`config.mk`:
```
export PLATFORM = sky130hd
export DESIGN_NAME = seg_scan_ctrl
export DESIGN_NICKNAME = d
export VERILOG_FILES = /design/src/rtl/seg_scan_ctrl_pkg.sv /design/src/rtl/seg_scan_ctrl_seg7_decode.sv /design/src/rtl/seg_scan_ctrl.sv
export SDC_FILE = /design/constraint.sdc
export NUM_CORES = 1
export LEC_CHECK = 0
export ABC_CLOCK_PERIOD_IN_PS = 2500
export BUFFER_PORTS_ARGS = -buffer_cell sky130_fd_sc_hd__clkbuf_2
export CAP_MARGIN = 5
export CELL_PAD_IN_SITES_DETAIL_PLACEMENT = 1
export CELL_PAD_IN_SITES_GLOBAL_PLACEMENT = 1
export CORE_MARGIN = 4
export CORE_UTILIZATION = 33
export CTS_CLUSTER_SIZE = 30
export DETAILED_ROUTE_END_ITERATION = 6
export PLACE_DENSITY = 0.74
export SLEW_MARGIN = 20
export SYNTH_ARGS = -nofsm -noshare
export SYNTH_HDL_FRONTEND = slang
export SYNTH_SLANG_ARGS = --single-unit
```
`constraint.sdc`:
```
create_clock -name clk -period 2.5 [get_ports clk]
set_input_delay 0.25 -clock clk [delete_from_list [all_inputs] [get_ports clk]]
set_output_delay 0.25 -clock clk [all_outputs]
set_load 0.01 [all_outputs]
```
`src/rtl/seg_scan_ctrl_pkg.sv`:
```
`default_nettype none
// ============================================================================
// Module      : seg_scan_ctrl_pkg
// Description : Shared FSM encodings and active-low 7-segment glyph constants
//               for the distance readout display path.
// Revision    : 1.0 - initial release
// ============================================================================
package seg_scan_ctrl_pkg;

  // Conversion sequencer states
  typedef enum logic [1:0] {
    IDLE   = 2'd0,
    SHIFT  = 2'd1,
    COMMIT = 2'd2
  } state_t;

  // Active-low glyphs, bit order g..a (seg[6]=g, seg[0]=a)
  localparam logic [6:0] SEG_BLANK = 7'b1111111;
  localparam logic [6:0] SEG_0     = 7'b1000000;
  localparam logic [6:0] SEG_1     = 7'b1111001;
  localparam logic [6:0] SEG_2     = 7'b0100100;
  localparam logic [6:0] SEG_3     = 7'b0110000;
  localparam logic [6:0] SEG_4     = 7'b0011001;
  localparam logic [6:0] SEG_5     = 7'b0010010;
  localparam logic [6:0] SEG_6     = 7'b0000010;
  localparam logic [6:0] SEG_7     = 7'b1111000;
  localparam logic [6:0] SEG_8     = 7'b0000000;
  localparam logic [6:0] SEG_9     = 7'b0010000;

endpackage
`default_nettype wire

```
`src/rtl/seg_scan_ctrl_seg7_decode.sv`:
```
`default_nettype none
// ============================================================================
// Module      : seg7_decode
// Description : Combinational BCD nibble to active-low 7-segment decoder.
//               Codes 10-15 produce a blank digit.
// Revision    : 1.0 - initial release
// ============================================================================
module seg7_decode
  import seg_scan_ctrl_pkg::*;
(
  input  logic [3:0] digit,
  output logic [6:0] seg
);

  // Glyph lookup; non-decimal codes blank the digit
  always_comb begin
    seg = SEG_BLANK;
    case (digit)
      4'd0:    seg = SEG_0;
      4'd1:    seg = SEG_1;
      4'd2:    seg = SEG_2;
      4'd3:    seg = SEG_3;
      4'd4:    seg = SEG_4;
      4'd5:    seg = SEG_5;
      4'd6:    seg = SEG_6;
      4'd7:    seg = SEG_7;
      4'd8:    seg = SEG_8;
      4'd9:    seg = SEG_9;
      default: seg = SEG_BLANK;
    endcase
  end

endmodule
`default_nettype wire

```
`src/rtl/seg_scan_ctrl.sv`:
```
`default_nettype none
// ============================================================================
// Module      : seg_scan_ctrl
// Description : Binary-to-BCD conversion (sequential double-dabble, one bit
//               per clock) with atomic commit, plus a multiplexed 7-segment
//               scanner sharing a single decoder.
//               Optional macro SEG_LEADING_ZERO_BLANK_EN blanks leading zeros.
// Revision    : 1.0 - initial release
// ============================================================================
module seg_scan_ctrl
  import seg_scan_ctrl_pkg::*;
#(
  parameter int BIN_W    = 12,
  parameter int DIGITS   = 4,
  parameter int SCAN_DIV = 50000
) (
  input  logic                  clk,
  input  logic                  rst,
  input  logic                  load,
  input  logic [BIN_W-1:0]      bin_in,
  output logic                  busy,
  output logic                  done,
  output logic                  ovf,
  output logic [4*DIGITS-1:0]   bcd_out,
  output logic [6:0]            seg,
  output logic [DIGITS-1:0]     an
);

  // One spare nibble above the displayed digits catches overflow
  localparam int SCR_W = 4 * (DIGITS + 1);
  localparam int CNT_W = $clog2(BIN_W + 1);
  localparam int IDX_W = (DIGITS > 1) ? $clog2(DIGITS) : 1;
  localparam int PRE_W = (SCAN_DIV > 1) ? $clog2(SCAN_DIV) : 1;

  state_t                   state, state_nxt;
  logic [BIN_W-1:0]         shreg;
  logic [SCR_W-1:0]         scratch, scratch_adj;
  logic [SCR_W+BIN_W-1:0]   shift_word;
  logic [CNT_W-1:0]         cnt;
  logic                     top_nz;

  logic [PRE_W-1:0]         presc;
  logic [IDX_W-1:0]         idx, idx_nxt;
  logic                     tick;
  logic [3:0]               scan_digit;
  logic [6:0]               seg_dec;

  assign top_nz     = (scratch[SCR_W-1 -: 4] != 4'd0);
  assign shift_word = {scratch_adj, shreg} << 1;

  // State register
  always_ff @(posedge clk) begin
    if (rst) state <= IDLE;
    else     state <= state_nxt;
  end

  // Next-state: SHIFT lasts exactly BIN_W cycles, COMMIT one cycle
  always_comb begin
    state_nxt = state;
    case (state)
      IDLE:    if (load) state_nxt = SHIFT;
      SHIFT:   if (cnt == CNT_W'(1)) state_nxt = COMMIT;
      COMMIT:  state_nxt = IDLE;
      default: state_nxt = IDLE;
    endcase
  end

  // Double-dabble correction: add 3 to every nibble >= 5 before shifting
  always_comb begin
    scratch_adj = scratch;
    for (int i = 0; i < DIGITS + 1; i++) begin
      if (scratch[4*i +: 4] >= 4'd5) scratch_adj[4*i +: 4] = scratch[4*i +: 4] + 4'd3;
    end
  end

  // Conversion datapath; visible results update only at COMMIT
  always_ff @(posedge clk) begin
    if (rst) begin
      shreg   <= '0;
      scratch <= '0;
      cnt     <= '0;
      busy    <= 1'b0;
      done    <= 1'b0;
      ovf     <= 1'b0;
      bcd_out <= '0;
    end else begin
      done <= 1'b0;
      case (state)
        IDLE: begin
          if (load) begin
            shreg   <= bin_in;
            scratch <= '0;
            cnt     <= CNT_W'(BIN_W);
            busy    <= 1'b1;
          end
        end
        SHIFT: begin
          scratch <= shift_word[SCR_W+BIN_W-1:BIN_W];
          shreg   <= shift_word[BIN_W-1:0];
          cnt     <= cnt - 1'b1;
        end
        COMMIT: begin
          busy <= 1'b0;
          done <= 1'b1;
          if (top_nz) begin
            ovf     <= 1'b1;
            bcd_out <= {DIGITS{4'h9}};
          end else begin
            ovf     <= 1'b0;
            bcd_out <= scratch[4*DIGITS-1:0];
          end
        end
        default: ;
      endcase
    end
  end

`ifdef SEG_LEADING_ZERO_BLANK_EN
  logic [DIGITS-1:0] blank_mask, mask_nxt;

  // Mark digits above the highest nonzero one; digit 0 always shown
  always_comb begin
    logic seen;
    seen     = 1'b0;
    mask_nxt = '0;
    for (int i = DIGITS - 1; i >= 1; i--) begin
      seen        = seen | (scratch[4*i +: 4] != 4'd0);
      mask_nxt[i] = ~seen;
    end
  end

  // Mask is committed together with the digits; overflow shows all nines
  always_ff @(posedge clk) begin
    if (rst)                  blank_mask <= '0;
    else if (state == COMMIT) blank_mask <= top_nz ? '0 : mask_nxt;
  end
`endif

  assign tick       = (presc == PRE_W'(SCAN_DIV - 1));
  assign idx_nxt    = (idx == IDX_W'(DIGITS - 1)) ? '0 : idx + 1'b1;
  assign scan_digit = bcd_out[4*idx_nxt +: 4];

  seg7_decode u_dec (
    .digit (scan_digit),
    .seg   (seg_dec)
  );

  // Free-running scanner: advance one digit slot per prescaler wrap
  always_ff @(posedge clk) begin
    if (rst) begin
      presc <= '0;
      idx   <= IDX_W'(DIGITS - 1);
      an    <= '1;
      seg   <= SEG_BLANK;
    end else begin
      presc <= tick ? '0 : presc + 1'b1;
      if (tick) begin
        idx <= idx_nxt;
        an  <= ~(DIGITS'(1) << idx_nxt);
`ifdef SEG_LEADING_ZERO_BLANK_EN
        seg <= blank_mask[idx_nxt] ? SEG_BLANK : seg_dec;
`else
        seg <= seg_dec;
`endif
      end
    end
  end

endmodule
`default_nettype wire

```
==> results of run 1 <==
[state kept, by name, indices dropped and copies added, names as in the netlist]
signal / flops
scratch: 20
bcd_out: 16
presc: 16
shreg: 12
seg: 7
an: 4
cnt: 4
idx: 2
state: 2
busy: 1
done: 1
ovf: 1
[worst max path at each step]
stage,endpoint,cells after the start
3_5_place_dp,seg[3],8
2_1_floorplan,seg[3],8
3_3_place_gp,seg[3],7
6_report,seg[0],7
4_1_cts,seg[0],7
5_1_grt,seg[0],7
[synth_stat cells, types with 3 or more instances]
library cell / count
a21oi_1: 31
a21o_1: 5
mux4_2: 4
o31ai_1: 3
a32oi_1: 4
xnor2_1: 17
clkbuf_1: 21
nand4_1: 3
o211ai_1: 11
nand2_1: 71
xor2_1: 6
and3_1: 4
a222oi_1: 3
ha_1: 20
o21ai_0: 21
o221ai_1: 7
mux2i_1: 4
nor4_1: 4
nand2b_1: 6
dfxtp_1: 86
nor2_1: 51
nor3_1: 11
a31oi_1: 8
inv_1: 29
nand3_1: 11
a22oi_1: 8
a211oi_1: 3
[area by class of cell]
type	count	area, um^2
fillers	1437	7210
clock inverters	6	109
flip-flops and latches	86	1720
repair buffers	60	348
well taps	168	210
clock buffers	10	239
multi-input cells	345	2210
inverters	30	113
[kinds of logic (layout without fill, tap and decap cells)]
kind of cell / count (synthesis) / count (layout) / synth area share (%)
AO/OA/AOI/OAI: 118 / 118 / 18.9
adder cells (fa/ha/maj): 20 / 20 / 6.05
XOR/XNOR: 23 / 23 / 4.87
multiplexers: 9 / 9 / 3.48
AND/OR/NAND/NOR: 175 / 175 / 19.6
buffers and inverters: 55 / 106 / 5.42
flip-flops: 86 / 86 / 41.6
[worst min-delay path, cell delays in order]
cell	delay, ps
clkbuf_2	80
nand2_1	40
o21ai_0	60
[report_power, final]
group	total [W]	internal, W	switching [W]
Combinational	0.000217	0.0000743	0.000143
Clock	0.00156	0.00100	0.000555
Sequential	0.00145	0.00141	0.0000358
[per-layer routing]
layer  vias to the layer above  wire length, um  global-route usage, %
met2                        53             5570                   28.5
met1                      1794             5240                   20.1
li1                       1791                -                      -
met3                        13              386                   3.58
met4                         0              178                   5.80
met5                         -                0                      0
[placed cells by master, fill, tap and decap left out, types with 7 or more instances in the layout]
| cell type | netlist | final |
|---|---|---|
| a22oi_1 | 8 | 8 |
| nor3_1 | 11 | 11 |
| ha_1 | 20 | 19 |
| inv_1 | 29 | 29 |
| clkbuf_2 | 0 | 44 |
| nor2_1 | 51 | 51 |
| o21ai_0 | 21 | 21 |
| xnor2_1 | 17 | 17 |
| a31oi_1 | 8 | 8 |
| o221ai_1 | 7 | 7 |
| dfxtp_1 | 86 | 85 |
| o211ai_1 | 11 | 11 |
| nand3_1 | 11 | 11 |
| a21oi_1 | 31 | 31 |
| nand2_1 | 71 | 71 |
| clkbuf_16 | 0 | 9 |
| buf_4 | 0 | 15 |
[through the flow]
stage / setup slack (ps) / instance area (um^2) / util [%]
2_1_floorplan: 157 / 4140 / -
3_3_place_gp: 145 / 4560 / 37.5
3_5_place_dp: -33.5 / 4560 / 37.5
4_1_cts: 90.6 / 4910 / 40.4
5_1_grt: 60.8 / 4960 / 40.8
6_report: 185 / 4960 / 40.8
[repair_timing]
item / in CTS / in global routing
setup endpoints to repair: 2 / 2
hold buffers: 0 / 0
gates resized for setup: 2 / 4
setup buffers: 0 / 2
==> out/qor.csv, run 1 <==
stage;metric;value;unit
synth;netlist_area;4140;um^2
setup_path;cp_top_family;multiplexers;
setup_path;reg2reg_from;idx[1];
timing;timing.final.crit_period;2320;ps
floorplanning;die_height;120;um
hold_path;hold_class;in2reg;
setup_path;slowest_delay;590;ps
hold_path;hold_path_end;shreg[1];
clock_network;cts_made_buffers;9;
layout;syn_to_final_growth;19.8;%
clock_network;cts_root_buffer;clkbuf_16;
setup_path;required;2720;ps
setup_path;critPathMaxFanout;13;
synth;ys_seq_area_share;41.6;%
layout;final_cells;705;
timing;setup_viol;0;
timing;hold_viol_final;0;
layout;nNetsFinal;567;
status;outcome;finished, final reports clean;
job;maxCapViolCount;0;
setup_path;critPathLaunchType;flip-flop;
timing;min_period_over_period;92.6;%
power;p_per_area;650;nW/um^2
power;p_leak;1.93;nW
synth;syn_avg_cell_area;8.51;um^2
layout;diodes;0;
route;firstDrtPassIters;5;
placed_design;port-buffer-count;44;
floorplanning;num_rows;40;
route;antenna_left;0;
setup_path;crit_type;reg2reg;
route;first_iter_violations;323;
route;vias_per_cell;5.18;
floorplanning;coreArea;12200;um^2
power;power.total;0.00322;W
timing;hold-worst-slack;121;ps
placed_design;dp_hpwl;8.07;mm
clock_network;cts_buffer_depth;2;
route;wirelength;11.4;mm
floorplanning;die_w;120;um
global_route;track_usage;16.5;%
timing;drv_slew;0;
placed_design;place_congestion;0.890;
timing;max_freq;432;MHz
clock_network;clk_latency;340;ps
setup_path;cp.arrival;2530;ps
global_route;grt_pass1_wl;19.1;mm
setup_path;path_buf_inv;2;
clock_network;cts_tree;built;
synth;synth.area.top_cells;dfxtp_1, nand2_1, ha_1;
floorplanning;start_util;34.0;%
timing;finalClockSkew;8.42;ps
synth;syn_inst;486;
synth;ys_ff_latch;86;
setup_path;ff2ff_setup_slack;180;ps
synth;synth_nets;521;
synth;synth.distinct_cells;54;
placed_design;place_inst;687;
synth;postSynth.asyncResetShare;0;%
synth;yosysTopAreaCell;dfxtp_1;
global_route;grt_max_degree;42;
timing;max_slew.worst_pin.slew;619;ps
floorplanning;die_area;14400;um^2
route;routedWlPerCell;16.1;um
layout;drive_gt1_share;17.1;%
timing;rsz0062_at_grt;no;
clock_network;htree_levels;3;
timing;maxSlewHeadroom;58.6;%
floorplanning;io_pins;45;
clock_network;numClockSinks;86;
setup_path;crit_path_start;idx[1];
setup_path;cp_cell_sequence;inv_1 > ha_4 > buf_8 > mux4_2 > and2_1 > a2111oi_2 > o21ai_1;
timing;fin_setup_tns;0;ps
clock_network;cts.clk_slew.worst_paths;60;ps
setup_path;cp-end-kind;flip-flop;
hold_path;hp-start;bin_in[1];
power;ir_worst_vdd;0.332;mV
global_route;antenna_found_initial;0;
synth;synth_top_area_share;41.6;%
setup_path;cp_slowest_cell;mux4_2;
setup_path;rr_endpoint;seg[0];
synth;yosys_most_used_dff;dfxtp_1;
hold_path;hold_depth;3;
synth;synth-edff-count;0;
route;drc_errors;0;
global_route;gr-total-overflow;0;
route;dr_total_vias;3651;
synth;yosysWarnings;0;
setup_path;ff2ff_path_depth;7;
global_route;grt_pass1_vias;3768;
(Power assumes the default switching activity.)
==> run 2, diff against run 1 <==
Settings changed: BUFFER_PORTS_ARGS -buffer_cell sky130_fd_sc_hd__clkbuf_2 to -buffer_cell sky130_fd_sc_hd__buf_2, SLEW_MARGIN 20 to unset.
==> run 2 against run 1 <==
Cell area decreased by 0.91%. Critical endpoint unchanged. Register-to-register slack got worse by 40 ps. Worst setup slack got worse by 44 ps. Count of clock-buffer cells in the layout increased by 2. Core utilization decreased by 0.37 points. Fmax decreased by 1.9%. Cell count increased by 0.14%. Sequential power about the same. Non-clock buffer count increased by 1. Highest routed layer unchanged. Combinational power about the same.
==> out/qor.csv, run 2 (synthesis results as in run 1) <==
stage;metric;value;unit
setup_path;required;2720;ps
placed_design;port-buffer-count;44;
floorplanning;start_util;34.0;%
status;outcome;finished, final reports clean;
clock_network;cts.clk_slew.worst_paths;60;ps
setup_path;crit_type;reg2reg;
route;firstDrtPassIters;4;
route;antenna_left;0;
timing;hold-worst-slack;128;ps
setup_path;cp.arrival;2580;ps
placed_design;place_congestion;0.864;
layout;syn_to_final_growth;18.8;%
timing;setup_viol;0;
power;p_per_area;629;nW/um^2
timing;finalClockSkew;7.47;ps
placed_design;dp_hpwl;8.13;mm
layout;final_util;40.4;%
floorplanning;die_area;14400;um^2
global_route;grt_pass1_vias;3788;
route;wirelength;11.3;mm
layout;diodes;0;
floorplanning;num_rows;40;
timing;max_slew.worst_pin.slew;714;ps
timing;min_period_over_period;94.4;%
hold_path;hold_class;in2reg;
global_route;gr-total-overflow;0;
power;power.total;0.00309;W
layout;regMostFlops;scratch;
job;maxCapViolCount;0;
clock_network;cts_made_buffers;9;
route;dr_total_vias;3666;
route;first_iter_violations;186;
global_route;antenna_found_initial;0;
layout;largest_reg_flops;20;
layout;nNetsFinal;568;
timing;drv_slew;0;
layout;drive_gt1_share;17.1;%
timing;max_freq;424;MHz
layout;reg_top3;scratch: 20 flops, bcd_out: 16 flops, presc: 16 flops;
setup_path;critPathMaxFanout;13;
setup_path;ff2ff_setup_slack;140;ps
timing;maxSlewHeadroom;51.9;%
route;routedWlPerCell;16.0;um
timing;timing.final.crit_period;2360;ps
clock_network;numClockSinks;86;
clock_network;cts_tree;built;
power;p_leak;1.92;nW
clock_network;cts_buffer_depth;2;
clock_network;cts_hold_buffers;0;
route;drc_errors;0;
clock_network;cts_root_buffer;clkbuf_16;
clock_network;htree_levels;3;
global_route;track_usage;16.2;%
floorplanning;io_pins;45;
timing;rsz0062_at_grt;no;
power;ir_worst_vdd;0.290;mV
setup_path;cp-end-kind;flip-flop;
layout;mostFrequentLayoutCells;dfxtp_1, nand2_1, nor2_1;
global_route;grt_pass1_wl;18.8;mm
floorplanning;die_height;120;um
floorplanning;die_w;120;um
setup_path;critPathLaunchType;flip-flop;
timing;hold_viol_final;0;
global_route;grt_max_degree;42;
layout;mostFrequentLayoutCell;dfxtp_1;
layout;fill_cells;1471;
floorplanning;coreArea;12200;um^2
route;vias_per_cell;5.19;
clock_network;clk_latency;350;ps
==> run 2: cell types whose count changed in the layout (fill, tap and decap cells not counted), sizes merged <==
cell,before,now
bufinv,3,1
clkinvlp,0,2
clkinv,4,2
clkbuf,54,12
buf,16,61
==> run 2: final cells by class <==
class                      instances  area, um^2  area share, %
clock inverter                     4        53.8           1.10
clock buffer                      12         267           5.43
inverter                          30         113           2.29
multi-input combinational        345        2190           44.7
sequential                        86        1720           35.1
tap                              168         210           4.28
timing repair buffer              61         352           7.16
==> run 2: what timing repair did <==
item                       4_1_cts  5_1_grt
setup endpoints to repair        2        2
setup buffers                    0        4
resized for setup                2        1
==> run 2: layer usage <==
metal | track usage [%] | wire, um | vias up
met5 | 0 | 0 | -
met4 | 5.30 | 185 | 0
met3 | 3.58 | 340 | 14
met2 | 28.3 | 5650 | 50
met1 | 19.5 | 5150 | 1802
li1 | - | - | 1800
==> run 2: final timing paths <==
kind                            depth (start not counted)  startpoint  endpoint
worst min-delay path                                    2         rst  shreg[0]
worst max register to register                          7      idx[0]    seg[0]
worst max-delay path                                    7      idx[0]    seg[0]
worst min register to register                          2         ovf       ovf
==> run 2: worst max-delay path: stages, from the launching register on <==
cell	delay [ps]
dfxtp_2	390
inv_1	100
ha_1	340
buf_6	180
mux4_2	590
and2_1	230
a2111oi_2	290
o21ai_1	120
==> run 2: metrics by stage <==
step           instance area, um^2  TNS, ps  worst slack [ps]  std cells
5_1_grt                       4910        0              9.11        706
2_1_floorplan                 4140        0               157        486
3_3_place_gp                  4550        0               140        686
6_report                      4910        0               140        706
3_5_place_dp                  4550    -36.0             -28.3        686
4_1_cts                       4880        0              71.8        702
==> run 2: report_power, final <==
group / switching [W] / internal [W] / total, W
Combinational: 0.000142 / 0.0000743 / 0.000216
Sequential: 0.0000362 / 0.00141 / 0.00145
Clock: 0.000568 / 0.000858 / 0.00143
==> run 3, diff against run 2 <==
Settings changed: CTS_BUF_LIST set to sky130_fd_sc_hd__clkbuf_8, RECOVER_POWER set to 25.
==> run 3 against run 2 <==
Clock skew grew 5.4 ps. Critical endpoint unchanged. Global-route usage shrank 0.18 points. Hold slack lost 18 ps. Non-clock buffer count shrank 2. Cell area shrank 3.1%. Critical path type unchanged. Total power shrank 12%. Sequential cell count is the same. Cell count shrank 0.28%. Clock power shrank 26%.
==> out/qor.csv, run 3 (synthesis results as in run 1) <==
stage;metric;value;unit
clock_network;cts_buffer_depth;2;
layout;mostFrequentLayoutCells;dfxtp_1, nand2_1, nor2_1;
timing;max_slew.worst_pin.slew;724;ps
route;routedWlPerCell;15.8;um
floorplanning;num_rows;40;
floorplanning;start_util;34.0;%
layout;largest_reg_flops;20;
placed_design;port-buffer-count;44;
power;internal_power;0.00203;W
clock_network;cts_made_buffers;9;
global_route;antenna_found_initial;0;
clock_network;cts.clk_slew.worst_paths;90;ps
setup_path;cp-end-kind;flip-flop;
route;first_iter_violations;208;
timing;timing.final.crit_period;2370;ps
power;p_leak;1.79;nW
setup_path;required;2740;ps
timing;drv_slew;0;
global_route;grt_pass1_vias;3794;
layout;stdcell_area;4760;um^2
route;dr_total_vias;3644;
setup_path;crit_type;reg2reg;
global_route;track_usage;16.0;%
layout;reg_top3;scratch: 20 flops, bcd_out: 16 flops, presc: 16 flops;
floorplanning;io_pins;45;
route;antenna_left;0;
power;power.share.clock;39.0;%
setup_path;critPathLaunchType;flip-flop;
clock_network;cts_hold_buffers;0;
layout;drive_gt1_share;12.1;%
placed_design;place_inst;686;
job;maxCapViolCount;0;
global_route;gr-total-overflow;0;
placed_design;place_congestion;0.864;
timing;finalClockSkew;12.8;ps
global_route;grt_pass1_wl;18.8;mm
layout;diodes;0;
timing;setup_viol;0;
timing;max_freq;422;MHz
timing;maxSlewHeadroom;51.3;%
power;switching_share;25.6;%
floorplanning;coreArea;12200;um^2
status;outcome;finished, final reports clean;
power;pwr-share-comb;7.9;%
layout;mostFrequentLayoutCell;dfxtp_1;
route;vias_per_cell;5.18;
timing;fin_setup_tns;0;ps
global_route;grt_max_degree;42;
setup_path;critPathMaxFanout;13;
timing;rsz0062_at_grt;no;
setup_path;slowest_delay;600;ps
power;p_per_area;573;nW/um^2
route;firstDrtPassIters;4;
clock_network;htree_levels;3;
route;drc_errors;0;
timing;min_period_over_period;94.9;%
power;pwr-share-seq;53.1;%
floorplanning;die_w;120;um
clock_network;clk_latency;360;ps
layout;nNetsFinal;566;
hold_path;hold_class;in2reg;
layout;final_cells;704;
setup_path;cp_cell_sequence;inv_1 > ha_1 > buf_6 > mux4_2 > and2_1 > a2111oi_2 > o21ai_1;
floorplanning;die_height;120;um
setup_path;ff2ff_setup_slack;130;ps
route;wirelength;11.2;mm
clock_network;numClockSinks;86;
layout;regMostFlops;scratch;
power;switching_power;0.000697;W
clock_network;cts_root_buffer;clkbuf_8;
power;ir_worst_vdd;0.370;mV
setup_path;cp_slowest_cell;mux4_2;
layout;syn_to_final_growth;15.1;%
floorplanning;die_area;14400;um^2
setup_path;cp.arrival;2610;ps
timing;hold_viol_final;0;
clock_network;cts_tree;built;
placed_design;dp_hpwl;8.13;mm
placed_design;place_area;4550;um^2
## run 3: worst paths after layout
kind	from	to	cells past startpoint
worst max-delay path	idx[0]	seg[0]	7
worst min-delay path	rst	shreg[0]	2
worst max register to register	idx[0]	seg[0]	7
worst min register to register	presc[0]	presc[0]	1
## run 3: layer usage
layer | track usage [%] | wire [um] | share of wire (%)
met1 | 19.6 | 5130 | 46
met2 | 28.0 | 5550 | 50
met3 | 3.58 | 350 | 3.1
met4 | 4.44 | 121 | 1.1
met5 | 0 | 0 | 0
## run 3: what timing repair did
| item | CTS | global route |
|---|---|---|
| buffers inserted | 0 | 2 |
| gates resized for setup | 2 | 1 |
| endpoints found under the hold margin | 0 | 0 |
| setup endpoints to repair | 2 | 2 |
| pin swaps | 0 | 0 |
## run 3: power groups by stage
stage               logic, W  clock network [W]  registers [W]
floorplan           0.000148                  0        0.00147
global placement    0.000207                  0        0.00148
detailed placement  0.000218                  0        0.00148
CTS                 0.000220            0.00110        0.00145
global route        0.000244            0.00114        0.00145
finish              0.000215            0.00106        0.00145
## run 3: worst max-delay path: cells and delay by family, from the launching register on
kind                       cells  cell delay (ps)
AOI/OAI and AO/OA              2              410
and+or+nand+nor                1              230
muxes                          1              600
adders and majority gates      1              340
buffers and inverters          2              280
DFF                            1              400
## run 3: final cells by class
cell class	instances	area [um^2]
sequential	86	1720
multi-input combinational	345	2190
tap	168	210
clock inverter	4	53.8
inverter	30	113
clock buffer	12	165
fill	1497	7400
timing repair buffer	59	303
## run 3: per-stage QoR
stage          total power (W)  hold WS (ps)  utilization (%)  setup slack (ps)
2_1_floorplan          0.00162           359                -               157
3_3_place_gp           0.00168           445             37.4               140
3_5_place_dp           0.00170           461             37.4             -28.3
4_1_cts                0.00277          97.3             39.3              63.1
5_1_grt                0.00284           110             39.1              1.54
6_report               0.00273           110             39.1               128
